### src/rtl/shift_word_deserializer.sv
// shift_word_deserializer
//
// Serial-to-parallel receiver for an MSB-first framed bitstream. WIDTH
// qualified bits, the first one tagged with sof, are packed into one word
// and offered on a valid/ready output port. Framing errors (a new sof
// arriving mid-word) and overruns (a completed word with nowhere to go)
// are reported through sticky flags.
//
// Ports:
//   clk        in   rising-edge clock
//   rst        in   asynchronous, active-high reset
//   din        in   serial data bit
//   din_en     in   bit qualifier; din/sof are ignored when low
//   sof        in   start of frame; din is the MSB of a new word
//   out_ready  in   consumer can take out_data this cycle
//   clr_err    in   synchronous clear of overrun and frame_err
//   out_data   out  last completed word, MSB = first received bit
//   out_valid  out  out_data holds a word not yet accepted
//   busy       out  a frame is partially received (FSM in SHIFT)
//   overrun    out  sticky: a completed word was dropped
//   frame_err  out  sticky: a partial word was aborted by sof
//
// Handshake: a word transfers on every rising edge where out_valid=1 and
// out_ready=1. out_valid, once set, stays high with out_data stable until
// that transfer; out_ready may change freely and never reaches an output
// combinationally.
//
// busy is the FSM state itself (1 = SHIFT, 0 = IDLE) and serves as the
// state observation point for the two-state receiver FSM.

module shift_word_deserializer #(
    parameter int WIDTH = 4
) (
    input  logic             clk,
    input  logic             rst,
    input  logic             din,
    input  logic             din_en,
    input  logic             sof,
    input  logic             out_ready,
    input  logic             clr_err,
    output logic [WIDTH-1:0] out_data,
    output logic             out_valid,
    output logic             busy,
    output logic             overrun,
    output logic             frame_err
);

    localparam int CW = $clog2(WIDTH + 1);
    // Count value at which the next qualified bit completes the word.
    localparam logic [CW-1:0] CNT_LAST = CW'(WIDTH - 1);

    typedef enum logic {
        IDLE  = 1'b0,
        SHIFT = 1'b1
    } state_t;

    state_t           state, state_n;
    logic [WIDTH-1:0] shreg, shreg_n;
    logic [CW-1:0]    cnt, cnt_n;
    logic             word_done;
    logic             abort;
    logic [WIDTH-1:0] shifted;
    logic [WIDTH-1:0] restart;

    assign shifted = {shreg[WIDTH-2:0], din};
    assign restart = {{(WIDTH-1){1'b0}}, din};

    // ------------------------------------------------------------------
    // FSM state and datapath registers
    // ------------------------------------------------------------------
    always_ff @(posedge clk or posedge rst) begin
        if (rst) begin
            state <= IDLE;
            shreg <= '0;
            cnt   <= '0;
        end else begin
            state <= state_n;
            shreg <= shreg_n;
            cnt   <= cnt_n;
        end
    end

    // ------------------------------------------------------------------
    // Next-state logic
    // ------------------------------------------------------------------
    always_comb begin
        state_n   = state;
        shreg_n   = shreg;
        cnt_n     = cnt;
        word_done = 1'b0;
        abort     = 1'b0;

        unique case (state)
            IDLE: begin
                // Bits without sof are noise between frames and are dropped.
                if (din_en && sof) begin
                    shreg_n = restart;
                    cnt_n   = CW'(1);
                    state_n = SHIFT;
                end
            end
            SHIFT: begin
                if (din_en) begin
                    if (sof) begin
                        // Restart on the new MSB; the partial word is lost.
                        abort   = 1'b1;
                        shreg_n = restart;
                        cnt_n   = CW'(1);
                    end else if (cnt == CNT_LAST) begin
                        word_done = 1'b1;
                        shreg_n   = shifted;
                        cnt_n     = '0;
                        state_n   = IDLE;
                    end else begin
                        shreg_n = shifted;
                        cnt_n   = cnt + CW'(1);
                    end
                end
            end
            default: begin
                state_n = IDLE;
            end
        endcase
    end

    // ------------------------------------------------------------------
    // Output port and sticky error flags
    // ------------------------------------------------------------------
    logic set_ovr;

    // A completed word is lost only when the holding register is full and
    // the consumer is not draining it in the same cycle.
    assign set_ovr = word_done && out_valid && !out_ready;

    always_ff @(posedge clk or posedge rst) begin
        if (rst) begin
            out_data  <= '0;
            out_valid <= 1'b0;
        end else begin
            if (word_done && (!out_valid || out_ready)) begin
                out_data  <= shifted;
                out_valid <= 1'b1;
            end else if (out_valid && out_ready) begin
                out_valid <= 1'b0;
            end
        end
    end

    // A set in the same cycle as clr_err wins, so no event is ever lost.
    always_ff @(posedge clk or posedge rst) begin
        if (rst) begin
            overrun   <= 1'b0;
            frame_err <= 1'b0;
        end else begin
            overrun   <= set_ovr | (overrun   & ~clr_err);
            frame_err <= abort   | (frame_err & ~clr_err);
        end
    end

    assign busy = (state == SHIFT);

endmodule

### config.mk
export PLATFORM = sky130hd
export DESIGN_NAME = shift_word_deserializer
export DESIGN_NICKNAME = d
export VERILOG_FILES = /design/src/rtl/shift_word_deserializer.sv
export SDC_FILE = /design/constraint.sdc
export NUM_CORES = 1
export LEC_CHECK = 0
export CAP_MARGIN = 20
export CORE_AREA = 4 4 41 43
export DETAILED_ROUTE_END_ITERATION = 16
export DIE_AREA = 0 0 45 47
export PLACE_DENSITY = 0.75
export SLEW_MARGIN = 20
export SYNTH_ARGS = -nofsm -noshare
export SYNTH_HDL_FRONTEND = slang
export SYNTH_SLANG_ARGS = --single-unit
### constraint.sdc
create_clock -name clk -period 2 [get_ports clk]
set_input_delay 0.4 -clock clk [delete_from_list [all_inputs] [get_ports clk]]
set_output_delay 0.4 -clock clk [all_outputs]
set_load 0.05 [all_outputs]
==> flow_metrics.py <==
metrics = {
    "power_and_ir_drop": {
        "p_leak_uw": 0.000382,
        "pwr-share-clk_pct": 20.1,
        "netSwitchingFraction_pct": 35.9,
        "peakVddDrop_v": 0.000653,
        "comb_power_share_pct": 40.0,
        "seqPwrFrac_pct": 39.9,
        "power_density_nw_per_um2": 1210,
        "power.internal_uw": 625,
        "switchingPower_uw": 350,
    },
    "timing": {
        "layout_min_cycle_time_ns": 1.84,
        "setup_viol": 0,
        "final.setup.tns_ns": 0,
        "worst_slew_pin_slew_ns": 0.507,
        "fmaxAchievable_ghz": 0.543,
        "maxSlewViolCount": 0,
        "hold_viol": 0,
        "rsz0062_at_grt": "false",
        "slew_headroom_pct": 66.2,
        "finalCritPeriodShare_pct": 92.0,
        "finClkSkew_ns": 0.00530,
    },
    "clocking": {
        "cts_setup_buffers": 0,
        "htree_levels": 1,
        "cts_max_path_buffers": 2,
        "clkLatencyLatePin_ns": 0.27,
        "clkTransAtPathRegs_ns": 0.08,
        "numCtsBuffers": 3,
        "cts_root_buf": "clkbuf_4",
        "cts_tree": "built",
        "post_cts_resized": 0,
        "clkSinkCount": 14,
        "hold_buffers": 0,
    },
    "floorplanning": {
        "num_io_pins": 15,
        "die_x_um": 45,
        "initial_utilization_pct": 46.5,
        "die_y_um": 47,
        "core_um2": 1300,
        "placement_rows": 13,
        "dieArea_um2": 2120,
    },
    "placement": {
        "place_area_um2": 773,
        "portBuffers": 14,
        "gp_congestion": 0.746,
    },
    "yosys": {
        "synth_common_cells": "dfrtp_1, inv_1, mux2_4",
        "yosys_warnings": 0,
        "synth_edf_count": 0,
        "async_reset_ff_share_pct": 100,
        "syn_area_um2": 606,
        "ys_ff_latch": 14,
        "netlist.top_cell.by_area": "dfrtp_1",
        "avgSynthCellArea_um2": 13.2,
        "ys_types": 20,
        "ys.flop_type": "dfrtp_1",
        "synthCells": 46,
        "synth.top_cell.area_share_pct": 57.9,
        "synth_fp_nets": 54,
        "yosys.cell_count.top_type": "dfrtp_1",
        "synthTopCellsByArea": "dfrtp_1, mux2_4, a22o_2",
        "synth_seq_area_share_pct": 57.9,
    },
    "detailed_routing": {
        "drtPass1Iterations": 4,
        "drc": 0,
        "wirelength_um": 1020,
        "ant_nets": 0,
        "wl_per_cell_um": 12.6,
        "drtIter0Drc": 6,
        "viasPerCell": 5.07,
        "vias": 411,
    },
    "cells_and_area": {
        "register_area_um2": 350,
        "diodes": 0,
        "final_area_um2": 810,
        "multi_input_area_um2": 225,
        "final_nets": 75,
        "drive_gt1_share_pct": 30.3,
        "num-fill-cells": 107,
        "area_growth_pct": 33.7,
    },
    "hold_path": {
        "hold_path_class": "in -> async",
    },
    "global_routing": {
        "grt_use_total_pct": 12.5,
        "grt_overflow_total": 0,
        "grt_first_pass_wirelength_um": 1850,
        "grt_pass1_vias": 434,
        "antenna_found_initial": 0,
        "grt_max_degree": 15,
    },
    "worst_setup_path": {
        "path_buf_inv": 1,
        "crit_slowest_cell": "clkdlybuf4s50_1",
        "crit_family": "buffers and inverters",
        "path_class": "reg -> out",
        "cp.arrival_ns": 1.44,
        "end_kind": "output port",
        "path_cells": "clkdlybuf4s50_1",
        "critPathMaxStageDelay_ns": 0.80,
        "critPathLaunchType": "register",
        "cp.required_ns": 1.60,
        "path_max_fanout": 2,
    },
    "outcome": {
        "outcome": "complete, no violations",
    },
    "job": {
        "drv_cap": 0,
    },
}
-- area by class of cell --
type                            instances  area share (%)
Sequential cell                        14            43.3
Timing Repair Buffer                   17            19.8
Multi-Input combinational cell         26            27.8
Tap cell                               15            2.32
Clock buffer                            4            4.48
Inverter                                5            2.32
-- power by group through the flow --
| stage | Sequential, uW | Combinational [uW] | Clock [uW] |
|---|---|---|---|
| floorplan | 535 | 125 | 0 |
| global placement | 392 | 388 | 0 |
| detailed placement | 396 | 393 | 0 |
| CTS | 391 | 395 | 204 |
| global route | 402 | 412 | 220 |
| finish | 389 | 390 | 196 |
-- worst reg2reg max path, delay by kind of cell (launching register included) --
kind	cells	cell delay (ns)
multiplexers	1	0.30
AND/OR/NAND/NOR	2	0.50
flip-flops	1	0.47
-- flip-flops by register name (all words and copies together) (netlist names) --
name and cells:
overrun 1, frame_err 1, busy 1, shreg 3
cnt 3, out_data 4, out_valid 1
-- metrics by stage --
stage / worst slack (ns) / hold slack (ns) / power [uW] / util (%) / std cells
after global placement: 0.174 / 0.491 / 781 / 59.4 / 77
after global routing: 0.0925 / 0.509 / 1040 / 62.2 / 81
after floorplan: 0.284 / 0.289 / 660 / - / 46
after CTS: 0.137 / 0.467 / 990 / 62.2 / 81
final: 0.159 / 0.448 / 976 / 62.2 / 81
after detailed placement: 0.136 / 0.496 / 790 / 59.4 / 77
-- kinds of logic (layout without fill, tap and decap cells) --
logic type	count (synthesis)	after routing	synth area share (%)
buffers and inverters	6	26	4.96
adder cells (fa/ha/maj)	1	1	2.07
AND/OR/NAND/NOR	8	8	8.68
AO/OA/AOI/OAI	12	12	14.7
flip-flops	14	14	57.9
multiplexers	5	5	11.8
-- path summary, 6_finish.rpt --
path,startpoint,end,slack (ns),cells after the start
worst max-delay path,out_data[2],out_data[2],0.16,1
worst min-delay path,rst,out_data[2],0.45,2
worst max register to register,busy,out_data[3],0.62,3
worst min register to register,cnt[1],cnt[1],0.51,1
max in group asynchronous,rst,overrun,1.21,2
min in group clk,cnt[1],cnt[1],0.51,1
-- layer usage --
layer,share of wire [%],global-route usage (%)
met5,0,0
met4,1.4,8.77
met3,6.2,2.30
met2,47,18.1
met1,45,16.8
-- placed cells by master, fill, tap and decap left out, drive strengths merged --
cell	netlist	layout
a21o	1	1
a21oi	2	2
a22o	4	4
a31o	1	1
a31oi	1	1
and3b	1	1
and4	1	1
buf	1	4
clkbuf	0	4
clkdlybuf4s50	0	13
dfrtp	14	14
ha	1	1
inv	5	5
mux2	5	5
nand2	2	2
nand2b	1	1
nand3	2	2
o21ai	2	2
o22ai	1	1
or2b	1	1
Power figures use the tool's default switching activity.
